## config.mk

```make
export PLATFORM = sky130hd
export DESIGN_NAME = xtea_crypt_core_flat
export DESIGN_NICKNAME = d
export VERILOG_FILES = /design/src/rtl/xtea_crypt_core_if.sv /design/src/rtl/xtea_crypt_core.sv /design/src/flat_wrapper.sv
export SDC_FILE = /design/constraint.sdc
export NUM_CORES = 2
export LEC_CHECK = 0
export ABC_AREA = 1
export BUFFER_PORTS_ARGS = -buffer_cell sky130_fd_sc_hd__buf_2
export CELL_PAD_IN_SITES_DETAIL_PLACEMENT = 2
export CELL_PAD_IN_SITES_GLOBAL_PLACEMENT = 2
export CORE_UTILIZATION = 25
export CTS_BUF_LIST = sky130_fd_sc_hd__clkbuf_8 sky130_fd_sc_hd__clkbuf_16
export CTS_CLUSTER_DIAMETER = 50
export DETAILED_ROUTE_END_ITERATION = 16
export GPL_ROUTABILITY_DRIVEN = 0
export PLACE_DENSITY_LB_ADDON = 0.1
export SETUP_SLACK_MARGIN = 0.05
export SYNTH_ARGS = -nofsm -noshare
export SYNTH_HDL_FRONTEND = slang
export SYNTH_SLANG_ARGS = --single-unit
```

## constraint.sdc

```tcl
create_clock -name i_clk -period 9.15 [get_ports i_clk]
set_input_delay 1.83 -clock i_clk [delete_from_list [all_inputs] [get_ports i_clk]]
set_output_delay 1.83 -clock i_clk [all_outputs]
set_load 0.01 [all_outputs]
```

## src/rtl/xtea_crypt_core_if.sv

```systemverilog
// Bus bundle between the cipher wrapper and the XTEA engine.
//   i_flag    direction for the block being started (1 = encrypt, 0 = decrypt)
//   i_key     128-bit key, K0 in [127:96] .. K3 in [31:0]
//   i_key_en  one-cycle strobe, load i_key
//   i_din     input block, v0 in [63:32], v1 in [31:0]
//   i_din_en  one-cycle strobe, start a block
//   o_dout    result block, same packing as i_din
//   o_dout_en one-cycle strobe, o_dout valid
//   o_key_ok  key loaded, engine may accept blocks
// master = wrapper side, slave = engine side.
interface xtea_crypt_core_if;
  logic         i_flag;
  logic [127:0] i_key;
  logic         i_key_en;
  logic [63:0]  i_din;
  logic         i_din_en;
  logic [63:0]  o_dout;
  logic         o_dout_en;
  logic         o_key_ok;

  modport master (
    output i_flag, i_key, i_key_en, i_din, i_din_en,
    input  o_dout, o_dout_en, o_key_ok
  );

  modport slave (
    input  i_flag, i_key, i_key_en, i_din, i_din_en,
    output o_dout, o_dout_en, o_key_ok
  );
endinterface

```

## src/rtl/xtea_crypt_core.sv

```systemverilog
// Iterative XTEA engine: 64-bit block, 128-bit key, 64 Feistel rounds done as
// 32 iterations of one cycle each (both halves chained per cycle).
//   i_clk  rising-edge clock
//   i_rst  asynchronous active-low reset
//   bus    xtea_crypt_core_if.slave: key/data strobes, result and key status
module xtea_crypt_core (
  input logic              i_clk,
  input logic              i_rst,
  xtea_crypt_core_if.slave bus
);

  localparam logic [31:0] Delta   = 32'h9E3779B9;
  localparam logic [31:0] SumInit = 32'hC6EF3720;  // Delta * 32

  typedef enum logic [1:0] {StNokey, StIdle, StBusy} state_e;

  state_e        state_q, state_d;
  logic [4:0]    cnt_q, cnt_d;
  logic [31:0]   v0_q, v0_d, v1_q, v1_d, sum_q, sum_d;
  logic          enc_q, enc_d;
  logic [127:0]  key_q, key_d;
  logic [63:0]   dout_q, dout_d;
  logic          dout_en_q, dout_en_d;
  logic          key_ok_q, key_ok_d;

  logic          key_load, accept;
  logic [31:0]   v0_e, v1_e, sum_e, v0_x, v1_x, sum_x, v0_n, v1_n, sum_n;

  function automatic logic [31:0] f_mix(input logic [31:0] x);
    return ((x << 4) ^ (x >> 5)) + x;
  endfunction

  function automatic logic [31:0] key_word(input logic [127:0] k, input logic [1:0] idx);
    logic [31:0] w;
    case (idx)
      2'd0:    w = k[127:96];
      2'd1:    w = k[95:64];
      2'd2:    w = k[63:32];
      default: w = k[31:0];
    endcase
    return w;
  endfunction

  // One full iteration (two Feistel rounds) in each direction.
  always_comb begin
    v0_e  = v0_q + (f_mix(v1_q) ^ (sum_q + key_word(key_q, sum_q[1:0])));
    sum_e = sum_q + Delta;
    v1_e  = v1_q + (f_mix(v0_e) ^ (sum_e + key_word(key_q, sum_e[12:11])));

    v1_x  = v1_q - (f_mix(v0_q) ^ (sum_q + key_word(key_q, sum_q[12:11])));
    sum_x = sum_q - Delta;
    v0_x  = v0_q - (f_mix(v1_x) ^ (sum_x + key_word(key_q, sum_x[1:0])));

    v0_n  = enc_q ? v0_e  : v0_x;
    v1_n  = enc_q ? v1_e  : v1_x;
    sum_n = enc_q ? sum_e : sum_x;
  end

  // Key load wins over a simultaneous block start; both are ignored while busy.
  assign key_load = bus.i_key_en && (state_q != StBusy);
  assign accept   = bus.i_din_en && !bus.i_key_en && (state_q == StIdle);

  always_comb begin
    state_d   = state_q;
    cnt_d     = cnt_q;
    v0_d      = v0_q;
    v1_d      = v1_q;
    sum_d     = sum_q;
    enc_d     = enc_q;
    dout_d    = dout_q;
    dout_en_d = 1'b0;
    key_d     = key_load ? bus.i_key : key_q;

    // o_key_ok lags the state by one edge: low on the loading edge, high after
    // the next one, while the engine already counts as idle in between.
    key_ok_d = key_ok_q;
    if (key_load) begin
      key_ok_d = 1'b0;
    end else if (state_q != StNokey) begin
      key_ok_d = 1'b1;
    end

    case (state_q)
      StNokey: begin
        if (key_load) state_d = StIdle;
      end
      StIdle: begin
        if (accept) begin
          state_d = StBusy;
          cnt_d   = 5'd0;
          v0_d    = bus.i_din[63:32];
          v1_d    = bus.i_din[31:0];
          enc_d   = bus.i_flag;
          sum_d   = bus.i_flag ? 32'd0 : SumInit;
        end
      end
      StBusy: begin
        v0_d  = v0_n;
        v1_d  = v1_n;
        sum_d = sum_n;
        cnt_d = cnt_q + 5'd1;
        if (cnt_q == 5'd31) begin
          state_d   = StIdle;
          dout_d    = {v0_n, v1_n};
          dout_en_d = 1'b1;
        end
      end
      default: state_d = StNokey;
    endcase
  end

  always_ff @(posedge i_clk or negedge i_rst) begin
    if (!i_rst) begin
      state_q   <= StNokey;
      cnt_q     <= 5'd0;
      v0_q      <= 32'd0;
      v1_q      <= 32'd0;
      sum_q     <= 32'd0;
      enc_q     <= 1'b0;
      key_q     <= 128'd0;
      dout_q    <= 64'd0;
      dout_en_q <= 1'b0;
      key_ok_q  <= 1'b0;
    end else begin
      state_q   <= state_d;
      cnt_q     <= cnt_d;
      v0_q      <= v0_d;
      v1_q      <= v1_d;
      sum_q     <= sum_d;
      enc_q     <= enc_d;
      key_q     <= key_d;
      dout_q    <= dout_d;
      dout_en_q <= dout_en_d;
      key_ok_q  <= key_ok_d;
    end
  end

  assign bus.o_dout    = dout_q;
  assign bus.o_dout_en = dout_en_q;
  assign bus.o_key_ok  = key_ok_q;

endmodule

```

## src/flat_wrapper.sv

```systemverilog
// flat-port wrapper written by rule: the top's interface ports become plain ports
module xtea_crypt_core_flat 
  (i_clk, i_rst, bus_i_flag, bus_i_key, bus_i_key_en, bus_i_din, bus_i_din_en, bus_o_dout, bus_o_dout_en, bus_o_key_ok);
  xtea_crypt_core_if bus_i ();
  input logic i_clk;
  input logic i_rst;
  input wire logic [$bits(bus_i.i_flag)-1:0] bus_i_flag;
  input wire logic [$bits(bus_i.i_key)-1:0] bus_i_key;
  input wire logic [$bits(bus_i.i_key_en)-1:0] bus_i_key_en;
  input wire logic [$bits(bus_i.i_din)-1:0] bus_i_din;
  input wire logic [$bits(bus_i.i_din_en)-1:0] bus_i_din_en;
  output wire logic [$bits(bus_i.o_dout)-1:0] bus_o_dout;
  output wire logic [$bits(bus_i.o_dout_en)-1:0] bus_o_dout_en;
  output wire logic [$bits(bus_i.o_key_ok)-1:0] bus_o_key_ok;
  assign bus_i.i_flag = bus_i_flag;
  assign bus_i.i_key = bus_i_key;
  assign bus_i.i_key_en = bus_i_key_en;
  assign bus_i.i_din = bus_i_din;
  assign bus_i.i_din_en = bus_i_din_en;
  assign bus_o_dout = bus_i.o_dout;
  assign bus_o_dout_en = bus_i.o_dout_en;
  assign bus_o_key_ok = bus_i.o_key_ok;
  xtea_crypt_core u_core (.i_clk(i_clk), .i_rst(i_rst), .bus(bus_i));
endmodule
```

==> results.cfg <==
[layout]
drive_gt1_share_pct = 23.69
final-instance-count-excl-fill = 8607
fin_nets = 7134
syn_to_final_growth_pct = 35.25

[route]
dr.first_iter.drc_count = 2368
num_vias = 44200
wl_per_cell_um = 26.61
vias_per_cell = 5.135
drc = 0
postRouteAntennaNets = 0
firstDrtPassIters = 5
wl_um = 229100

[grt]
antenna_found_initial = 15
grt_overflow = 0
grt_pass1_wl_um = 327500
track_usage_pct = 29.33
grt_pass1_vias = 47640
grt_max_degree = 146

[clock_tree]
cts_root_buf = clkbuf_16
htree_levels = 3
clk_pin_slew_ns = 0.05
cts_tree = done
cts-buffers-inserted = 73
clkLatencyLatePin_ns = 0.67
hold_buffers = 0
max-clock-path-buffers = 3
cts.sinks = 298

[timing]
setup_viol = 0
rsz0062_at_grt = true
whs_ns = 0.4691
skew_ns = 0.03216
maxSlewViolCount = 0
hold_viol_final = 0
fin_crit_sh_pct = 95.66
final.min_clock_period_ns = 8.753
relSlewSlack_pct = 24.94
worst_pin_slew_ns = 1.126
timing.fmax_ghz = 0.1143
fin_setup_tns_ns = 0
layout_setup_ws_ns = 0.3974

[worst_setup_path]
path_max_fanout = 8
cp_slowest_cell = dfrtp_2
cp_common_cell = buf_4
max_stage_delay_ns = 0.49
critPathKind = flop to flop
crit_arrival_ns = 9.29
worst_setup_path_end_kind = flop
crit_required_ns = 9.69
start_kind = flop

[logic_synthesis]
synth_cell_types = 65
async_flop_share_pct = 100.0
synth.net_count = 6192
synth_area_mm2 = 0.03785
synthFlopType = dfrtp_1
synth_edf_count = 0
yosys_warnings = 0
avgSynthCellArea_um2 = 6.773
ys_ff_latch = 298
ys_seq_area_share_pct = 19.70
postSynthCellCount = 5588

[floorplan]
die_w_um = 391.1
die_h_um = 391.1
initial_core_util_pct = 25.21
pin_count = 263
core_mm2 = 0.1501
die_area_mm2 = 0.1530
rows = 142

[placement]
port_buffers = 262
placedCellCount = 8433
pre_cts_ws_ns = -0.7503
hpwl_um = 192300

[job]
cap_viol_max_count = 0

[status]
status = finished clean

[hold_path]
hp-class = flop to flop
layout make-up:
class                           instances  area [um^2]
Antenna cell                            2        5.005
Clock buffer                           82         1984
Clock inverter                         52        684.4
Fill cell                           17960        98940
Inverter                              658         2471
Multi-Input combinational cell       4473        28760
Sequential cell                       298         7465
Tap cell                             2016         2522
Timing Repair Buffer                 1026         7297
worst paths after layout:
path / start / to / slack (ns) / cells past startpoint
worst min-delay path: u_core.bus.o_dout[57]$_DFFE_PN0P_ / u_core.bus.o_dout[57]$_DFFE_PN0P_ / 0.47 / 2
worst max-delay path: u_core.sum_q[12]$_DFFE_PN0P_ / u_core.bus.o_dout[63]$_DFFE_PN0P_ / 0.40 / 52
max in group asynchronous: i_rst / u_core.sum_q[30]$_DFFE_PN0P_ / 6.57 / 2
min in group asynchronous: i_rst / u_core.bus.o_dout[1]$_DFFE_PN0P_ / 1.19 / 1
worst max register to register: u_core.sum_q[12]$_DFFE_PN0P_ / u_core.bus.o_dout[63]$_DFFE_PN0P_ / 0.40 / 52
worst min register to register: u_core.bus.o_dout[57]$_DFFE_PN0P_ / u_core.bus.o_dout[57]$_DFFE_PN0P_ / 0.47 / 2
layer usage:
metal  part of all wire, %  wire length (um)  vias up  track usage (%)
li1                      -                 -    20740                -
met1                    49            111700    22250            41.62
met2                    44            101500      953            46.57
met3                   4.1              9401      256            3.137
met4                   2.8              6440        2            8.193
met5                0.0057                13        -                0
sequential cells by signal, summed over array words and instances, names as in the netlist:
signal                cells
u_core.bus.o_dout        64
u_core.key_q            128
u_core.state_q            2
u_core.bus.o_dout_en      1
u_core.bus.o_key_ok       1
u_core.v1_q              32
u_core.enc_q              1
u_core.cnt_q              5
u_core.sum_q             32
u_core.v0_q              32
synthesized netlist by cell type (7+ instances only):
cell type	number	area, um^2
nand3_2	12	120.1
clkbuf_1	116	435.4
o21ai_1	51	255.2
fa_1	12	240.2
mux2_2	27	304.0
o21ai_0	318	1592
clkbuf_8	8	110.1
inv_1	642	2410
a21oi_1	668	3343
nor2_1	403	1513
nand3_1	221	1106
a221oi_1	12	105.1
o211ai_1	45	337.8
clkinv_1	7	26.28
a21boi_1	7	52.55
a21boi_0	10	75.07
inv_2	9	33.78
o21bai_1	33	247.7
nand4_1	34	212.7
nor3_1	49	245.2
buf_2	15	75.07
a211oi_1	61	457.9
nand2_1	1172	4399
a22oi_1	18	135.1
o221ai_1	9	78.83
or2_2	14	87.58
o2111ai_1	27	236.5
a31oi_1	42	262.8
buf_1	17	63.81
a21o_1	28	210.2
nand2_2	22	137.6
ha_1	395	4942
o21ai_2	13	113.9
o21a_1	27	202.7
dfrtp_1	298	7457
xor2_1	408	3573
nor4_1	21	131.4
xnor2_1	147	1287
o22ai_1	105	656.9
kinds of logic after synthesis:
| group | after synthesis | share of synthesized area (%) |
|---|---|---|
| flops | 298 | 19.70 |
| compound gates | 1505 | 22.85 |
| buf+inv | 817 | 8.380 |
| mux | 27 | 0.8033 |
| fa+ha+maj | 407 | 13.69 |
| xor+xnor | 556 | 12.90 |
| simple gates | 1978 | 21.67 |
what timing repair did:
item,CTS,global route
endpoints found under the hold margin,0,0
gates resized for setup,69,287
setup endpoints to repair,41,58
cloned,1,0
setup buffers,7,30
pin swaps,21,77
cells in the final DEF, fill, tap and decap left out, types with 48 or more instances in the layout:
cell type,netlist,layout
ha_1,395,359
o21ai_1,51,70
xnor2_1,147,137
nand3_1,221,218
buf_4,1,740
buf_2,15,261
nand2_1,1172,1147
inv_1,642,637
xor2_1,408,381
nor2_1,403,381
a211oi_1,61,48
o22ai_1,105,105
a21oi_1,668,593
clkbuf_16,0,76
a21oi_2,5,74
dfrtp_1,298,294
o21ai_0,318,283
critical path, delay by kind of cell, from the launching register on:
kind                     cells  cell delay (ns)
flip-flops                   1             0.49
AO/OA/AOI/OAI               15             2.63
XOR/XNOR                     5             1.12
AND/OR/NAND/NOR             12             1.05
buffers and inverters       16             2.13
adder cells (fa/ha/maj)      4             1.17
per-stage QoR:
stage	utilization (%)	cell area, um^2
2_1_floorplan	-	37850
3_3_place_gp	31.08	46650
3_5_place_dp	31.08	46650
4_1_cts	33.09	49680
5_1_grt	34.09	51180
6_report	34.10	51190
Power is left out: the tool's default activity adds up to more than one toggle a clock period on the data nets, which glitch-free logic cannot reach.
